`config.mk`:
```
export PLATFORM = sky130hd
export DESIGN_NAME = alu_src_arbiter
export DESIGN_NICKNAME = d
export VERILOG_FILES = /design/src/rtl/alu_src_arbiter_pkg.sv /design/src/rtl/alu_src_arbiter_pick.sv /design/src/rtl/alu_src_arbiter.sv
export SDC_FILE = /design/constraint.sdc
export NUM_CORES = 1
export LEC_CHECK = 0
export BUFFER_PORTS_ARGS = -buffer_cell sky130_fd_sc_hd__clkbuf_2
export CAP_MARGIN = 10
export CORE_ASPECT_RATIO = 1.2
export CORE_UTILIZATION = 55
export CTS_CLUSTER_DIAMETER = 60
export DETAILED_ROUTE_END_ITERATION = 7
export PLACE_DENSITY = 0.77
export RECOVER_POWER = 100
export SLEW_MARGIN = 5
export SYNTH_ARGS = -nofsm -noshare
export SYNTH_HDL_FRONTEND = slang
export SYNTH_HIERARCHICAL = 1
export SYNTH_SLANG_ARGS = --single-unit
```
`constraint.sdc`:
```
create_clock -name clk -period 5.9 [get_ports clk]
set_input_delay 0.295 -clock clk [delete_from_list [all_inputs] [get_ports clk]]
set_output_delay 0.295 -clock clk [all_outputs]
set_load 0.03 [all_outputs]
```
`src/rtl/alu_src_arbiter_pkg.sv`:
```
`default_nettype none
// ============================================================================
// Module   : alu_src_arbiter_pkg
// Brief    : Shared sizes, state encoding and helpers for the ALU source arbiter.
// Revision : 1.0 - initial release
// ============================================================================
package alu_src_arbiter_pkg;

    localparam int N_REQ = 16;
    localparam int SEL_W = 4;

    typedef enum logic [0:0] {
        IDLE    = 1'b0,
        GRANTED = 1'b1
    } arb_state_t;

    function automatic logic [SEL_W:0] popcnt16(input logic [N_REQ-1:0] v);
        logic [SEL_W:0] n;
        n = '0;
        for (int i = 0; i < N_REQ; i++) begin
            n = n + {{SEL_W{1'b0}}, v[i]};
        end
        return n;
    endfunction

endpackage
`default_nettype wire

```
`src/rtl/alu_src_arbiter_pick.sv`:
```
`default_nettype none
// ============================================================================
// Module   : rr_pick16
// Brief    : Finds the first set request bit scanning upward from a start
//            index, wrapping 15 to 0.
// Revision : 1.0 - initial release
// ============================================================================
module rr_pick16
    import alu_src_arbiter_pkg::*;
(
    input  logic [N_REQ-1:0] i_req,
    input  logic [SEL_W-1:0] i_start,
    output logic             o_found,
    output logic [SEL_W-1:0] o_idx
);

    // Walk offsets from farthest to nearest so the nearest hit is written last.
    always_comb begin
        logic [SEL_W-1:0] w_pos;
        o_found = 1'b0;
        o_idx   = i_start;
        w_pos   = i_start;
        for (int k = N_REQ - 1; k >= 0; k--) begin
            w_pos = i_start + SEL_W'(k);
            if (i_req[w_pos]) begin
                o_found = 1'b1;
                o_idx   = w_pos;
            end
        end
    end

endmodule
`default_nettype wire

```
`src/rtl/alu_src_arbiter.sv`:
```
`default_nettype none
// ============================================================================
// Module   : alu_src_arbiter
// Brief    : Round-robin arbiter driving the select/enable of the shared
//            16:1 ALU source mux, with valid/ready output and one-hot ack.
// Revision : 1.0 - initial release
// ============================================================================
module alu_src_arbiter
    import alu_src_arbiter_pkg::*;
(
    input  logic             clk,
    input  logic             rst,
    input  logic [N_REQ-1:0] req,
    input  logic             out_ready,
    output logic [SEL_W-1:0] mux_sel,
    output logic             mux_en,
    output logic             out_valid,
    output logic [N_REQ-1:0] grant,
    output logic [N_REQ-1:0] ack,
    output logic [SEL_W:0]   busy_cnt
);

    arb_state_t       r_state;
    logic [SEL_W-1:0] r_ptr;
    logic [SEL_W-1:0] r_sel;
    logic             r_valid;
    logic [N_REQ-1:0] r_grant;
    logic [SEL_W:0]   r_busy;

    logic             w_hs;
    logic [N_REQ-1:0] w_pick_req;
    logic [SEL_W-1:0] w_pick_start;
    logic             w_found;
    logic [SEL_W-1:0] w_idx;

    assign w_hs = (r_state == GRANTED) && out_ready;

    // One picker serves both cases: a fresh pick from ptr when idle, or the
    // follow-on pick after a handshake with the departing winner masked.
    always_comb begin
        w_pick_req   = req;
        w_pick_start = r_ptr;
        if (r_state == GRANTED) begin
            w_pick_req   = req & ~r_grant;
            w_pick_start = r_sel + SEL_W'(1);
        end
    end

    rr_pick16 u_pick (
        .i_req   (w_pick_req),
        .i_start (w_pick_start),
        .o_found (w_found),
        .o_idx   (w_idx)
    );

    always_ff @(posedge clk) begin
        if (rst) begin
            r_state <= IDLE;
            r_ptr   <= '0;
            r_sel   <= '0;
            r_valid <= 1'b0;
            r_grant <= '0;
            r_busy  <= '0;
        end else begin
            r_busy <= popcnt16(req & ~r_grant);
            case (r_state)
                IDLE: begin
                    if (w_found) begin
                        r_sel   <= w_idx;
                        r_grant <= N_REQ'(1) << w_idx;
                        r_valid <= 1'b1;
                        r_state <= GRANTED;
                    end
                end
                GRANTED: begin
                    if (w_hs) begin
                        r_ptr <= r_sel + SEL_W'(1);
                        if (w_found) begin
                            r_sel   <= w_idx;
                            r_grant <= N_REQ'(1) << w_idx;
                        end else begin
                            r_grant <= '0;
                            r_valid <= 1'b0;
                            r_state <= IDLE;
                        end
                    end
                end
                default: r_state <= IDLE;
            endcase
        end
    end

    assign mux_sel   = r_sel;
    assign mux_en    = r_valid;
    assign out_valid = r_valid;
    assign grant     = r_grant;
    assign busy_cnt  = r_busy;
    // Reset in the same cycle suppresses the pulse: a dropped grant is never acked.
    assign ack       = (!rst && w_hs) ? r_grant : '0;

endmodule
`default_nettype wire

```
==> impl_metrics.yaml, run 1 <==
status:
  status: "finished, final reports clean"
worst_setup_path:
  critPathArrivalTime_ns: 5.56
  required_ns: 6.11
  endpoint_kind: "flop"
  path_class: "flop to flop"
  start_kind: "flop"
  crit_fanout: 26
sta:
  tightest_slew_ns: 1.02
  final.setup.tns_ns: 0
  post-route-period-util_pct: 90.6
  slew_headroom_pct: 32.0
  fmax_ghz: 0.187
  setup_violations: 0
  post-route-min-period_ns: 5.35
  slew_viol_final: 0
  hold_viol: 0
  rsz0062_at_grt: "no"
  fin_skew_ns: 0.00533
yosys:
  synth_area_mm2: 0.00408
  async_reset_ff_share_pct: 0
  synth_flop_cell: "dfxtp_1"
  synth.avg_cell_area_um2: 9.22
  synth-edff-count: 0
  syn_nets: 485
  yosys_warnings: 6
  synth_seq_cells: 31
  yosysSeqAreaShare_pct: 15.2
  synth_cell_types: 68
  synthCells: 443
finish:
  antennaDiodeCount: 0
  design_area_mm2: 0.00447
  final_layout_size_suffix_gt1_share_pct: 17.3
  area_delta_synth_final_pct: 9.41
  postLayoutCoreUtil_pct: 61.8
  fillerInstances: 649
  seq_area_um2: 621
  nets: 538
  multi_input_area_mm2: 0.00323
job:
  cap_violations: 0
global_route:
  grt_pass1_wl_um: 19100
  grt-ovfl-total: 0
  antenna_found_initial: 0
  grt_pass1_vias: 3755
  grt_max_degree: 27
  track_usage_pct: 32.7
clock_tree:
  clockBufferDepth: 2
  cts.clk_slew.worst_paths_ns: 0.07
  postCtsSetupBuffers: 0
  cts_buffers: 5
  cts_sinks: 31
  ctsRootBufferMaster: "clkbuf_8"
  postCtsHoldBufs: 0
  cts_htree_levels: 2
  ctsResizeCount: 0
  clock_latency_ns: 0.29
  cts_tree: "built"
place:
  place_congestion: 0.963
  dpl.hpwl_um: 9240
  place_area_mm2: 0.00443
  port_buffers: 61
route:
  drt-vias-per-instance: 6.66
  final_antenna_net_count: 0
  vias: 3911
  dr.pass1.iters: 5
  drc: 0
  wl_um: 11900
  wl_per_cell_um: 20.2
  drt_iter0_drc: 329
die:
  die_x_um: 80.7
  die_area_mm2: 0.00778
  core_area_mm2: 0.00723
  rows: 34
  ios: 62
  start_util_pct: 56.5
  die_y_um: 96.4
power_and_ir_drop:
  vdd_drop_max_mv: 0.575
  p_per_area_mw_per_mm2: 637
  p_leak_nw: 1.80
hold_path:
  hp-class: "primary input to flop"
per-stage QoR:
| stage | total power, W | setup slack, ns | hold WS, ns | std cells |
|---|---|---|---|---|
| 2_1_floorplan | 0.00212 | 0.950 | 0.434 | 443 |
| 3_3_place_gp | 0.00262 | 0.868 | 0.443 | 579 |
| 3_5_place_dp | 0.00266 | 0.779 | 0.459 | 579 |
| 4_1_cts | 0.00284 | 0.764 | 0.391 | 587 |
| 5_1_grt | 0.00309 | 0.154 | 0.427 | 587 |
| 6_report | 0.00285 | 0.552 | 0.398 | 587 |
critical path, stage by stage, from the launching register on:
cell and delay [ns]:
dfxtp_1 0.43, clkbuf_1 0.79, a21boi_0 0.57, mux4_2 0.58, mux2_2 0.30, mux2i_1 0.62, o2111ai_1 0.25, a211o_1 0.29
nor4b_1 0.14, o21ai_0 0.66, and2_0 0.33, nand4_1 0.14, a21oi_1 0.17
state kept, by name, indices dropped and copies added, names as in the netlist:
register	count
busy_cnt	5
mux_en	1
mux_sel	4
r_ptr	4
r_state	1
grant	16
path summary, 6_finish.rpt:
kind                            startpoint         to  slack, ns  depth (start not counted)
worst min register to register    r_ptr[1]   r_ptr[1]       0.46                          2
worst max-delay path               r_state  grant[15]       0.55                         12
worst max register to register     r_state  grant[15]       0.55                         12
worst min-delay path             out_ready  grant[15]       0.40                          4
cell type report:
class | instances | share of cell area (%)
multi-input combinational | 366 | 72.2
sequential | 31 | 13.9
timing repair buffer | 69 | 7.50
tap | 90 | 2.52
inverter | 23 | 1.93
clock buffer | 6 | 1.62
clock inverter | 2 | 0.280
synth_stat cells, types with 10 or more instances:
master	instances	area (µm²)
nor2b_1	19	119
nor2_1	30	113
dfxtp_1	31	621
a21boi_0	18	135
nand2_1	25	93.8
nand3_1	10	50.1
xnor2_1	10	87.6
o21ai_0	14	70.1
a32o_1	13	130
ha_1	13	163
a21oi_1	30	150
fa_1	10	200
mux2_2	10	113
and2_1	19	119
mux4_2	20	450
nand2b_1	11	68.8
mux2i_1	28	280
inv_1	19	71.3
metal layers:
metal / track usage [%] / up-vias / share of wire, %
met3: 4.13 / 37 / 7.0
met4: 14.9 / 0 / 3.7
met1: 38.7 / 1870 / 38
met5: 0 / - / 0
met2: 58.8 / 220 / 52
li1: - / 1784 / -
cells by family after synthesis:
kind of cell / synth area share (%)
xor+xnor: 3.58
flops: 15.2
compound gates: 21.4
simple gates: 18.7
mux: 26.4
fa+ha+maj: 8.88
buf+inv: 5.76
cells in the final DEF (no fill, tap or decap), types with 6 or more instances in the layout:
cell type	Yosys	final
clkbuf_2	0	30
nor2_1	30	31
mux2_2	10	9
and2_0	0	13
nand3_1	10	10
mux4_2	20	20
a21oi_1	30	28
and2_1	19	7
mux4_1	9	9
a21boi_0	18	18
dfxtp_1	31	31
clkbuf_1	7	33
fa_1	10	10
xnor2_1	10	10
a32o_1	13	13
a211oi_1	7	7
mux2i_1	28	28
nand2_1	25	25
inv_1	19	20
buf_4	2	6
nor2b_1	19	20
ha_1	13	13
o21ai_0	14	14
nand2b_1	11	11
report_power, final:
| part | switching, W | internal [W] |
|---|---|---|
| Sequential | 0.0000650 | 0.000271 |
| Clock | 0.0000868 | 0.0000824 |
| Combinational | 0.00141 | 0.000933 |
| Total | 0.00156 | 0.00129 |
Note: power is estimated with default switching activity, not from simulation.
==> run 2: changes to the inputs <==
--- a/config.mk
+++ b/config.mk
@@ -13,6 +13,7 @@
 export DETAILED_ROUTE_END_ITERATION = 7
 export PLACE_DENSITY = 0.77
 export RECOVER_POWER = 100
+export REMOVE_ABC_BUFFERS = 1
 export SLEW_MARGIN = 5
 export SYNTH_ARGS = -nofsm -noshare
 export SYNTH_HDL_FRONTEND = slang
==> constraint.sdc (replaced) <==
create_clock -name clk -period 5.5 [get_ports clk]
set_input_delay 0.275 -clock clk [delete_from_list [all_inputs] [get_ports clk]]
set_output_delay 0.275 -clock clk [all_outputs]
set_load 0.03 [all_outputs]
==> run 2 against run 1 <==
Net effect: combinational power increased by 8.5%; global-route usage decreased by 0.75 points; register-to-register slack got worse by 0.13 ns; core utilization increased by 0.12 points; highest routed layer unchanged.
==> impl_metrics.yaml, run 2 (synthesis results as in run 1) <==
sta:
  tightest_slew_ns: 1.00
  hold_viol: 0
  slew_headroom_pct: 32.7
  whs_ns: 0.374
  fmax_ghz: 0.197
  post-route-min-period_ns: 5.08
  rsz0062_at_grt: "no"
  setup_violations: 0
  post-route-period-util_pct: 92.3
  slew_viol_final: 0
  fin_skew_ns: 0.00500
clock_tree:
  postCtsHoldBufs: 0
  postCtsSetupBuffers: 0
  cts_buffers: 5
  ctsResizeCount: 0
  clockBufferDepth: 2
  clock_latency_ns: 0.28
  cts_sinks: 31
  cts.clk_slew.worst_paths_ns: 0.07
  cts_htree_levels: 2
  ctsRootBufferMaster: "clkbuf_8"
  cts_tree: "built"
route:
  wl_um: 11900
  drt-vias-per-instance: 6.72
  drt_iter0_drc: 479
  final_antenna_net_count: 0
  vias: 3933
  dr.pass1.iters: 5
  wl_per_cell_um: 20.4
  drc: 0
finish:
  final_layout_size_suffix_gt1_share_pct: 17.6
  nets: 536
  antennaDiodeCount: 0
  area_delta_synth_final_pct: 9.62
  largest_register_ff_count: 16
  fin_cells: 585
  final_cell_mix: "31 x nor2_1, 31 x dfxtp_1, 31 x clkbuf_2"
power_and_ir_drop:
  p_leak_nw: 1.81
  seqPwrFrac_pct: 11.7
  sw_frac_of_total_pct: 54.5
  p_switching_w: 0.00169
  p_comb_share_pct: 81.7
  p_clk_share_pct: 6.6
  intPower_w: 0.00142
  p_per_area_mw_per_mm2: 694
  vdd_drop_max_mv: 0.595
worst_setup_path:
  required_ns: 5.71
  start_kind: "flop"
  critPathArrivalTime_ns: 5.29
  path_cells: "ha_1, mux2_1, inv_1, ha_1, buf_12, mux4_1, mux2i_1, nor2_1, a2111oi_0, a21boi_0, a211o_1, nor4b_1, o21ai_0, nor2b_1, nand4_1, a21oi_1"
  cp_num_buf_inv: 2
  crit_path_max_incr_delay_ns: 0.47
  crit_path_frequent_cell: "ha_1"
  cp_top_family: "compound AO/OA/AOI/OAI gates"
  cpMaxStageDelayCell: "ha_1"
  endpoint_kind: "flop"
  path_class: "flop to flop"
  crit_fanout: 14
global_route:
  grt_max_degree: 24
  antenna_found_initial: 0
  track_usage_pct: 32.0
  grt_pass1_wl_um: 18800
  grt_pass1_vias: 3702
  grt-ovfl-total: 0
die:
  die_y_um: 96.4
  die_area_mm2: 0.00778
  start_util_pct: 56.5
  rows: 34
  die_x_um: 80.7
  core_area_mm2: 0.00723
  ios: 62
place:
  dpl.hpwl_um: 9020
  port_buffers: 61
  place_congestion: 1.05
  placed_cells: 577
hold_path:
  hp-class: "primary input to flop"
job:
  cap_violations: 0
status:
  status: "finished, final reports clean"
[run 2: cell types whose count changed in the layout (fill, tap and decap cells not counted), sizes merged]
cell,before,now
buf,7,6
clkinv,2,1
[run 2: metal layers]
layer,share of wire (%),vias up,wire (µm),track usage (%)
met5,0,-,0,0
met4,4.1,0,487,17.9
met3,8.5,42,1020,3.66
met2,48,256,5770,55.1
met1,39,1851,4640,38.7
li1,-,1784,-,-
[run 2: per-stage QoR]
stage               total power [W]  setup WS [ns]  utilization, %  cell area (µm²)  setup TNS [ns]
finish                      0.00311          0.423            61.9             4480               0
global route                0.00336         0.0502            61.9             4480               0
floorplan                   0.00224         -0.562               -             3940           -8.66
CTS                         0.00308          0.596            62.5             4520               0
detailed placement          0.00285          0.612            61.1             4420               0
global placement            0.00279          0.725            61.1             4420               0
[run 2: final cells by class]
type	instances	area (µm²)
Fill cell	614	2760
Timing Repair Buffer	67	325
Inverter	23	86.3
Clock buffer	7	96.3
Sequential cell	31	621
Tap cell	90	113
Clock inverter	1	7.51
Multi-Input combinational cell	366	3230
[run 2: power by group through the flow]
stage | combinational (W) | clock, W | sequential, W
after floorplan | 0.00179 | 0 | 0.000454
after global placement | 0.00243 | 0 | 0.000364
after detailed placement | 0.00248 | 0 | 0.000367
after CTS | 0.00251 | 0.000207 | 0.000360
after global routing | 0.00277 | 0.000216 | 0.000369
final | 0.00254 | 0.000206 | 0.000362
[run 2: final timing paths]
| kind | start | endpoint | slack, ns | cells past startpoint |
|---|---|---|---|---|
| setup / recovery | mux_sel[0] | grant[7] | 0.42 | 16 |
| hold reg to reg | r_ptr[1] | r_ptr[1] | 0.47 | 2 |
| hold / removal | out_ready | grant[15] | 0.37 | 4 |
| setup reg to reg | mux_sel[0] | grant[7] | 0.42 | 16 |
[run 2: worst min-delay path, delay by kind of cell]
| family | cells | cell delay, ns |
|---|---|---|
| buffers and inverters | 1 | 0.12 |
| and+or+nand+nor | 1 | 0.07 |
| muxes | 1 | 0.10 |
| AOI/OAI and AO/OA | 1 | 0.06 |
==> run 3: changes to the inputs <==
--- a/config.mk
+++ b/config.mk
@@ -8,6 +8,7 @@
 export BUFFER_PORTS_ARGS = -buffer_cell sky130_fd_sc_hd__clkbuf_2
 export CAP_MARGIN = 10
 export CORE_ASPECT_RATIO = 1.2
+export CORE_MARGIN = 3
 export CORE_UTILIZATION = 55
 export CTS_CLUSTER_DIAMETER = 60
 export DETAILED_ROUTE_END_ITERATION = 7
@@ -17,5 +18,4 @@
 export SLEW_MARGIN = 5
 export SYNTH_ARGS = -nofsm -noshare
 export SYNTH_HDL_FRONTEND = slang
-export SYNTH_HIERARCHICAL = 1
 export SYNTH_SLANG_ARGS = --single-unit
==> run 3 against run 2 <==
Net effect: critical path depth down 4; sequential power up 5%; non-clock buffer count did not move; power grew 11%; final area up 2.2%; core utilization increased by 0.65 points; worst setup slack better by 0.046 ns; final cell count rose by 7.9%; maximum frequency up 0.92%; via count is 6.2% higher; hold slack got worse by 0.093 ns; critical path type unchanged; critical endpoint is now grant[13].
==> impl_metrics.yaml, run 3 <==
global_route:
  grt_pass1_wl_um: 20400
  grt-ovfl-total: 0
  antenna_found_initial: 0
  grt_max_degree: 22
  track_usage_pct: 30.0
  grt_pass1_vias: 4019
place:
  dpl_worst_slack_ns: 0.784
  dpl.hpwl_um: 10400
  port_buffers: 61
  place_congestion: 1.04
yosys:
  yosysTopAreaCellShare_pct: 14.8
  synth_flop_cell: "dfxtp_1"
  synth-edff-count: 0
  yosys_warnings: 0
  synth_top_area_cell: "dfxtp_1"
  async_reset_ff_share_pct: 0
  synth_area_mm2: 0.00420
  synthCells: 488
  synth_cell_types: 76
  synth_seq_cells: 31
  ys_top_cells_by_count: "43 x mux2i_1, 34 x nand2_1, 33 x nor2_1"
  yosys.cell_count.top_type: "mux2i_1"
  yosysSeqAreaShare_pct: 14.8
  ys_top_cells_by_area: "dfxtp_1 15%, mux2i_1 10%, mux4_2 9.7%"
  synth.avg_cell_area_um2: 8.60
worst_setup_path:
  start_kind: "flop"
  required_ns: 5.71
  endpoint_kind: "flop"
  crit_fanout: 21
  critPathArrivalTime_ns: 5.24
  path_class: "flop to flop"
route:
  wl_um: 13000
  wl_met1_um: 4890
  wl_per_cell_um: 20.6
  vias: 4176
  dr.pass1.iters: 5
  wl_met3_um: 935
  routed-wl-met2_um: 6360
  final_antenna_net_count: 0
  drt_iter0_drc: 356
  highest_layer: "met4"
  drc: 0
  drt-vias-per-instance: 6.62
clock_tree:
  clock_latency_ns: 0.29
  cts_tree: "built"
  ctsResizeCount: 0
  cts_htree_levels: 2
  cts.clk_slew.worst_paths_ns: 0.07
  postCtsSetupBuffers: 0
  clockBufferDepth: 2
  postCtsHoldBufs: 0
  ctsRootBufferMaster: "clkbuf_8"
  cts_buffers: 5
  cts_sinks: 31
sta:
  fmax_ghz: 0.199
  hold_viol: 0
  rsz0062_at_grt: "no"
  setup_violations: 0
  slew_headroom_pct: 41.6
  tightest_slew_ns: 0.872
  post-route-min-period_ns: 5.03
  post-route-period-util_pct: 91.5
  setup_ws_ns: 0.469
  whs_ns: 0.280
  slew_viol_final: 0
  fin_skew_ns: 0.00469
  final.setup.tns_ns: 0
power_and_ir_drop:
  p_leak_nw: 1.86
  sw_frac_of_total_pct: 56.4
  p_comb_share_pct: 84.0
  p_per_area_mw_per_mm2: 757
  seqPwrFrac_pct: 11.0
  p_clk_share_pct: 5.0
  vdd_drop_max_mv: 0.634
  p_total_w: 0.00347
  intPower_w: 0.00151
  p_switching_w: 0.00195
die:
  die_x_um: 85.7
  core_area_mm2: 0.00732
  ios: 62
  rows: 34
  start_util_pct: 57.3
  die_y_um: 102
  die_area_mm2: 0.00872
status:
  status: "finished, final reports clean"
finish:
  layout_commonest_cell: "mux2i_1"
  postLayoutCoreUtil_pct: 62.6
  final_layout_size_suffix_gt1_share_pct: 16.5
  nets: 582
  final_cell_mix: "42 x mux2i_1, 34 x nand2_1, 33 x nor2_1"
  area_delta_synth_final_pct: 9.10
  fillerInstances: 653
  antennaDiodeCount: 0
  largest_register_ff_count: 16
hold_path:
  hp-class: "primary input to flop"
job:
  cap_violations: 0
==> run 3: cell types whose count changed after synthesis, sizes merged, moves of 7 or more <==
| cell | before | now |
|---|---|---|
| a32o | 15 | 0 |
| nor3 | 4 | 11 |
| nor3b | 0 | 7 |
| mux4 | 29 | 18 |
| a22o | 0 | 10 |
| mux2i | 28 | 43 |
| a22oi | 1 | 10 |
| nand2 | 25 | 35 |
==> run 3: layer usage <==
metal	track usage, %	up-vias
met1	34.5	1970
li1	-	1934
met3	5.29	59
met4	20.1	0
met2	51.0	213
met5	0	-
==> run 3: through the flow <==
step | cell area (µm²) | std cells
finish | 4580 | 631
global route | 4580 | 631
CTS | 4620 | 631
detailed placement | 4540 | 623
global placement | 4540 | 623
floorplan | 4080 | 466
==> run 3: critical path: stages, from the launching register on <==
cell	delay [ns]
dfxtp_1	0.54
clkbuf_1	0.47
a21boi_0	0.69
mux2i_1	0.17
mux2i_1	0.64
mux2i_1	0.29
o21ai_0	0.63
nor2_1	0.13
nand4_1	0.34
nand2_2	0.20
or3_1	0.38
or2_2	0.32
o21ai_0	0.14
==> run 3: area by class of cell <==
cell class	instances	area [µm²]	share of cell area, %
clock buffers	7	76.3	1.67
clock inverters	1	5.00	0.109
well taps	90	113	2.46
flip-flops and latches	31	621	13.6
multi-input cells	416	3380	73.8
inverters	19	72.6	1.59
repair buffers	67	310	6.78
==> run 3: power groups by stage <==
stage,Sequential [W],Clock [W],Combinational (W)
after CTS,0.000380,0.000174,0.00289
after floorplan,0.000482,0,0.00206
after global routing,0.000390,0.000182,0.00316
after detailed placement,0.000384,0,0.00286
after global placement,0.000382,0,0.00280
final,0.000381,0.000175,0.00291
==> run 3: cell families (layout without fill, tap and decap cells) <==
logic type	count (synthesis)	in the layout	synth area share, %
buf+inv	41	94	4.59
xor+xnor	18	18	4.12
flops	31	31	14.8
simple gates	165	165	21.7
fa+ha+maj	23	23	8.65
mux	68	68	21.8
compound gates	142	142	24.4
==> run 3: final timing paths <==
check	start	to	slack, ns	cells after the start
hold reg to reg	r_ptr[1]	r_ptr[1]	0.49	2
setup / recovery	r_state	grant[13]	0.47	12
setup reg to reg	r_state	grant[13]	0.47	12
hold / removal	out_ready	r_ptr[1]	0.28	3
